[src/rtl/input_debounce_pkg.sv]
// Shared types and default timing constants for the button debouncer slice.
package input_debounce_pkg;

  typedef enum logic [1:0] {
    RELEASED   = 2'd0,
    DB_PRESS   = 2'd1,
    PRESSED    = 2'd2,
    DB_RELEASE = 2'd3
  } debounce_state_t;

  // Defaults derived from the 32.5 MHz system clock: 10 ms debounce, 1 s long press.
  localparam int unsigned CLK_FREQ_HZ               = 32_500_000;
  localparam int unsigned DEFAULT_DEBOUNCE_CYCLES   = CLK_FREQ_HZ / 100;
  localparam int unsigned DEFAULT_LONG_PRESS_CYCLES = CLK_FREQ_HZ;

endpackage

[src/rtl/debounce_counter.sv]
// Saturating up-counter with synchronous clear; done flags the terminal count.
module debounce_counter #(
  parameter int unsigned TERMINAL = 1,
  parameter int unsigned WIDTH    = 1
) (
  input  logic clk,
  input  logic reset_n,
  input  logic clr,
  input  logic inc,
  output logic done
);

  logic [WIDTH-1:0] cnt_q;
  logic [WIDTH-1:0] cnt_d;

  assign done = (cnt_q == WIDTH'(TERMINAL));

  // Clear wins over increment; the count holds once the terminal value is reached.
  always_comb begin
    cnt_d = cnt_q;
    if (clr) begin
      cnt_d = '0;
    end else if (inc && !done) begin
      cnt_d = cnt_q + WIDTH'(1);
    end
  end

  always_ff @(posedge clk or negedge reset_n) begin
    if (!reset_n) begin
      cnt_q <= '0;
    end else begin
      cnt_q <= cnt_d;
    end
  end

endmodule

[src/rtl/button_debouncer.sv]
// Debounces one synchronised button input into a clean level plus press/release/long pulses.
// Long-press detection is built only when BUTTON_DEBOUNCER_LONG_PRESS_EN is defined.
module button_debouncer
  import input_debounce_pkg::*;
#(
  parameter int unsigned DEBOUNCE_CYCLES   = DEFAULT_DEBOUNCE_CYCLES,
  parameter bit          ACTIVE_LOW        = 1'b0,
  parameter int unsigned LONG_PRESS_CYCLES = DEFAULT_LONG_PRESS_CYCLES
) (
  input  logic clk,
  input  logic reset_n,
  input  logic in_sync,
  output logic level,
  output logic press_pulse,
  output logic release_pulse,
  output logic long_pulse
);

  localparam int unsigned CNT_W = $clog2(DEBOUNCE_CYCLES);

  if (DEBOUNCE_CYCLES < 2 || LONG_PRESS_CYCLES < 1) begin : g_bad_params
    $error("button_debouncer: DEBOUNCE_CYCLES must be >= 2 and LONG_PRESS_CYCLES >= 1");
  end

  debounce_state_t state_q;
  debounce_state_t state_d;
  logic            level_q;
  logic            level_d;
  logic            press_q;
  logic            press_d;
  logic            release_q;
  logic            release_d;
  logic            act;
  logic            cnt_clr;
  logic            cnt_inc;
  logic            cnt_done;

  assign act = in_sync ^ ACTIVE_LOW;

  debounce_counter #(
    .TERMINAL (DEBOUNCE_CYCLES - 1),
    .WIDTH    (CNT_W)
  ) u_db_cnt (
    .clk     (clk),
    .reset_n (reset_n),
    .clr     (cnt_clr),
    .inc     (cnt_inc),
    .done    (cnt_done)
  );

  // A change is accepted only after the counter reaches its terminal value with act still stable.
  always_comb begin
    state_d   = state_q;
    level_d   = level_q;
    press_d   = 1'b0;
    release_d = 1'b0;
    cnt_clr   = 1'b0;
    cnt_inc   = 1'b0;
    case (state_q)
      RELEASED: begin
        if (act) begin
          state_d = DB_PRESS;
          cnt_clr = 1'b1;
        end
      end
      DB_PRESS: begin
        if (!act) begin
          state_d = RELEASED;
        end else if (cnt_done) begin
          state_d = PRESSED;
          level_d = 1'b1;
          press_d = 1'b1;
        end else begin
          cnt_inc = 1'b1;
        end
      end
      PRESSED: begin
        if (!act) begin
          state_d = DB_RELEASE;
          cnt_clr = 1'b1;
        end
      end
      DB_RELEASE: begin
        if (act) begin
          state_d = PRESSED;
        end else if (cnt_done) begin
          state_d   = RELEASED;
          level_d   = 1'b0;
          release_d = 1'b1;
        end else begin
          cnt_inc = 1'b1;
        end
      end
      default: begin
        state_d = RELEASED;
      end
    endcase
  end

  always_ff @(posedge clk or negedge reset_n) begin
    if (!reset_n) begin
      state_q   <= RELEASED;
      level_q   <= 1'b0;
      press_q   <= 1'b0;
      release_q <= 1'b0;
    end else begin
      state_q   <= state_d;
      level_q   <= level_d;
      press_q   <= press_d;
      release_q <= release_d;
    end
  end

  assign level         = level_q;
  assign press_pulse   = press_q;
  assign release_pulse = release_q;

`ifdef BUTTON_DEBOUNCER_LONG_PRESS_EN
  localparam int unsigned HOLD_W = $clog2(LONG_PRESS_CYCLES + 1);

  logic hold_inc;
  logic hold_done;
  logic long_q;
  logic long_d;
  logic long_fired_q;
  logic long_fired_d;

  // Cleared only on a fresh accepted press, so a rejected release bounce keeps the hold time.
  debounce_counter #(
    .TERMINAL (LONG_PRESS_CYCLES - 1),
    .WIDTH    (HOLD_W)
  ) u_hold_cnt (
    .clk     (clk),
    .reset_n (reset_n),
    .clr     (press_d),
    .inc     (hold_inc),
    .done    (hold_done)
  );

  // long_fired blocks repeats while the saturated hold count stays at terminal.
  always_comb begin
    hold_inc     = (state_q == PRESSED) && !hold_done;
    long_d       = (state_q == PRESSED) && hold_done && !long_fired_q;
    long_fired_d = press_d ? 1'b0 : (long_fired_q | long_d);
  end

  always_ff @(posedge clk or negedge reset_n) begin
    if (!reset_n) begin
      long_q       <= 1'b0;
      long_fired_q <= 1'b0;
    end else begin
      long_q       <= long_d;
      long_fired_q <= long_fired_d;
    end
  end

  assign long_pulse = long_q;
`else
  assign long_pulse = 1'b0;
`endif

endmodule

[config.mk]
export PLATFORM = sky130hd
export DESIGN_NAME = button_debouncer
export DESIGN_NICKNAME = d
export VERILOG_FILES = /design/src/rtl/input_debounce_pkg.sv /design/src/rtl/debounce_counter.sv /design/src/rtl/button_debouncer.sv
export SDC_FILE = /design/constraint.sdc
export NUM_CORES = 1
export LEC_CHECK = 0
export CORE_MARGIN = 8
export CORE_UTILIZATION = 52
export DETAILED_ROUTE_END_ITERATION = 10
export PLACE_DENSITY = 0.71
export SKIP_LAST_GASP = 1
export SYNTH_ARGS = -nofsm -noshare
export SYNTH_HDL_FRONTEND = slang
export SYNTH_SLANG_ARGS = --single-unit
[constraint.sdc]
create_clock -name clk -period 6.1 [get_ports clk]
set_clock_uncertainty 0.1 [all_clocks]
set_input_delay 1.22 -clock clk [delete_from_list [all_inputs] [get_ports clk]]
set_output_delay 1.22 -clock clk [all_outputs]
set_load 0.03 [all_outputs]
==> impl_results.md <==
* Status: completed
* Worst setup SP type: input port
* Routed WL at 2510 um
* Row cnt at 18
* GRT Resource Usage Total at 13.5%
* CP Cell Sequence: clkdlybuf4s50_1 -> xnor2_1 -> or4_1 -> or4_1 -> a21oi_1
* Cell Count, Final, Fillers Out at approximately 170
* Slew HR at 31.6%
* Drt first pass iters at 4
* Final Cycle Share at between 50 and 60%
* Fin. Hold Viols at 0
* RD Place Congestion at 0.794
* Yosys warns at 0
* Num CTS Buffers at 3
* # nets final at 144
* Inst Count DP at between 150 and 200
* H-tree levels at 1
* Postcts setup bufs at 0
* Sequential fraction of the synthesis area at between 40 and 50%
* FMAX at between 300 and 400 MHz
* Final Slew Violations at 0
* Synth top area share at 47.1%
* Clock root buffer master: clkbuf_4
* Max Root-Sink Buffers at 2
* HP Class: reg2reg
* IO buf count at 5
* Critical path's top delay family: simple AND/OR/NAND/NOR gates
* Max-cap violations at 0
* Initial Util at between 50% and 60%
* Crit Path Category: in2reg
* Die Wd at 65.5 um
* Worst setup EP type: flop
* Crit-path max FO at 14
* Gr ovfl total at 0
* Pleak at about 0.56 nW
* Ant. Diodes at 0
* Synth-to-Final Area Change at 6.47%
* Post-synthesis register bit count at 24
* Crit path buffers/inverters at 1
* Final ANT Viol Nets at 0
* Largest net degree at the start of global routing at 25
* Post-synth cell types at 36
* Final Critical Period at about 3.3 ns
* Die area at 4300 um2
* Clk Latency, worst-skew pair at around 0.31 ns
* Worst Tran Pin Value at 1.02 ns
* Cts repair resizes at 0
* I/O pins at 7
* Util after Layout at between 50% and 60%
* Synthesized instance count at 136
* RSZ-0062 raised after global routing: false
* Setup TNS at 0 ns
* Layout cells sized above 1 at ~3.6%
* Max rail drop VDD at between 0.1 and 0.15 mV
* Final setup fails at 0
* CP max-delay cell: or4_1
* Critical Path RT at between 6 and 7 ns
* Clk slew on worst S/H paths at between 0.1 and 0.15 ns
* Slowest stage delay, CP at around 0.75 ns
* Pwr per Cell Area at ~210 nW/um2
* CTS Sinks at 24
* Syn avg cell area at 9.38 um2
* Synthesized cell area at between 1000 and 1500 um2
* TritonCTS clock tree: built
* Detailed Place HPWL at ~1800 um
* Drt initial violations at 18
* Core area at 2410 um2
* Syn nets at 140
* WHS at slightly above 0.4 ns
* Critical Path AT at between 3 and 4 ns
* DRC at 0
* Cell mode on critical path: or4_1
* Die Span Y at roughly 66 um
* Initial antenna violation count at 0
* Post-synth top area cell: dfrtp_1
* Via Count at 1031
* First-pass GRT wire length at roughly 4600 um
* Cts hold-fix bufs at 0
* Vias in the first global route at roughly 1000
* Wire length per cell at around 15 um
* Leading post-synthesis cells by cell area: dfrtp_1 47%, o31ai_1 4.7%, or4_1 3.5%
* Via density at about 6.1
## cell families (layout without fill, tap and decap cells)
| logic type | count (synthesis) | count (layout) | share of synthesized area (%) |
|---|---|---|---|
| AND/OR/NAND/NOR | 54 | 54 | 24.9 |
| AO/OA/AOI/OAI | 38 | 38 | 19.3 |
| flip-flops | 24 | 24 | 47.1 |
| buffers and inverters | 14 | 16 | 4.51 |
| XOR/XNOR | 2 | 2 | 1.37 |
| multiplexers | 2 | 2 | 1.57 |
| adder cells (fa/ha/maj) | 1 | 1 | 0.980 |
| other | 1 | 1 | 0.294 |
## cell usage in the layout, fill, tap and decap left out, drive strengths merged, types with 3 or more instances in the layout
master | netlist | layout
a21o | 3 | 3
a21oi | 8 | 8
and4 | 5 | 5
clkbuf | 4 | 3
clkdlybuf4s50 | 0 | 5
dfrtp | 24 | 24
inv | 8 | 8
nand2 | 11 | 11
nand3 | 8 | 8
nand4 | 4 | 4
nor2 | 4 | 4
o211ai | 4 | 4
o21ai | 7 | 7
o31ai | 8 | 8
or3 | 4 | 4
or4 | 6 | 6
## registers in the layout, indices dropped and copies added, names as in the netlist, named ones only
register / cells
level: 1
press_pulse: 1
state_q: 1
release_pulse: 1
u_db_cnt.cnt_q: 19
## synthesized netlist by cell type, drive strengths merged
cell type  instances
nand4              4
ha                 1
nand2             11
inv                8
buf                2
and3               2
conb               1
and4               5
xnor2              2
nor2               4
a31oi              2
nand3              8
and2               2
o21ai              7
or4                6
o22ai              1
o211ai             4
or2                1
a21o               3
nand2b             1
nor4bb             1
nor3b              1
nand4b             1
o41ai              2
o31ai              8
dfrtp             24
o21a               2
or3                4
mux2i              2
clkbuf             4
nor3               2
a21boi             1
or3b               1
a21oi              8
## power breakdown
part	total, W	internal, W	leakage, nW	switching [W]
Clock	0.0000685	0.0000231	0.0138	0.0000454
Combinational	0.0000346	0.0000150	0.223	0.0000196
Sequential	0.000184	0.000168	0.322	0.0000155
Total	0.000287	0.000207	0.558	0.0000805
## stage by stage
| step | total power [W] | area (um2) | worst slack [ns] |
|---|---|---|---|
| 2_1_floorplan | 0.000209 | 1280 | 3.37 |
| 5_1_grt | 0.000306 | 1360 | 2.56 |
| 4_1_cts | 0.000292 | 1360 | 2.80 |
| 3_3_place_gp | 0.000220 | 1340 | 2.50 |
| 3_5_place_dp | 0.000222 | 1340 | 2.46 |
| 6_report | 0.000287 | 1360 | 2.78 |
## final cells by class
class | instances | area, um2
repair buffers | 5 | 50.0
clock buffers | 3 | 22.5
well taps | 30 | 37.5
flip-flops and latches | 24 | 601
multi-input cells | 98 | 618
fillers | 214 | 1050
inverters | 8 | 30.0
## layer usage
metal / vias up / share of wire, % / global-route usage [%] / wire (um)
met3: 5 / 2.6 / 2.38 / 65
met4: 0 / 2.2 / 7.36 / 56
met5: - / 0 / 0 / 0
li1: 516 / - / - / -
met1: 496 / 48 / 16.7 / 1200
met2: 14 / 47 / 21.6 / 1190
## final timing paths
kind / slack [ns] / end / cells past startpoint / startpoint
worst max-delay path: 2.78 / u_db_cnt.cnt_q[17] / 5 / in_sync
worst min-delay path: 0.41 / u_db_cnt.cnt_q[0] / 1 / u_db_cnt.cnt_q[0]
worst min register to register: 0.41 / u_db_cnt.cnt_q[0] / 1 / u_db_cnt.cnt_q[0]
worst max register to register: 3.76 / u_db_cnt.cnt_q[17] / 4 / flop
min in group asynchronous: 1.35 / u_db_cnt.cnt_q[18] / 1 / reset_n
max in group asynchronous: 3.93 / u_db_cnt.cnt_q[12] / 1 / reset_n
Power figures use the tool's default switching activity.
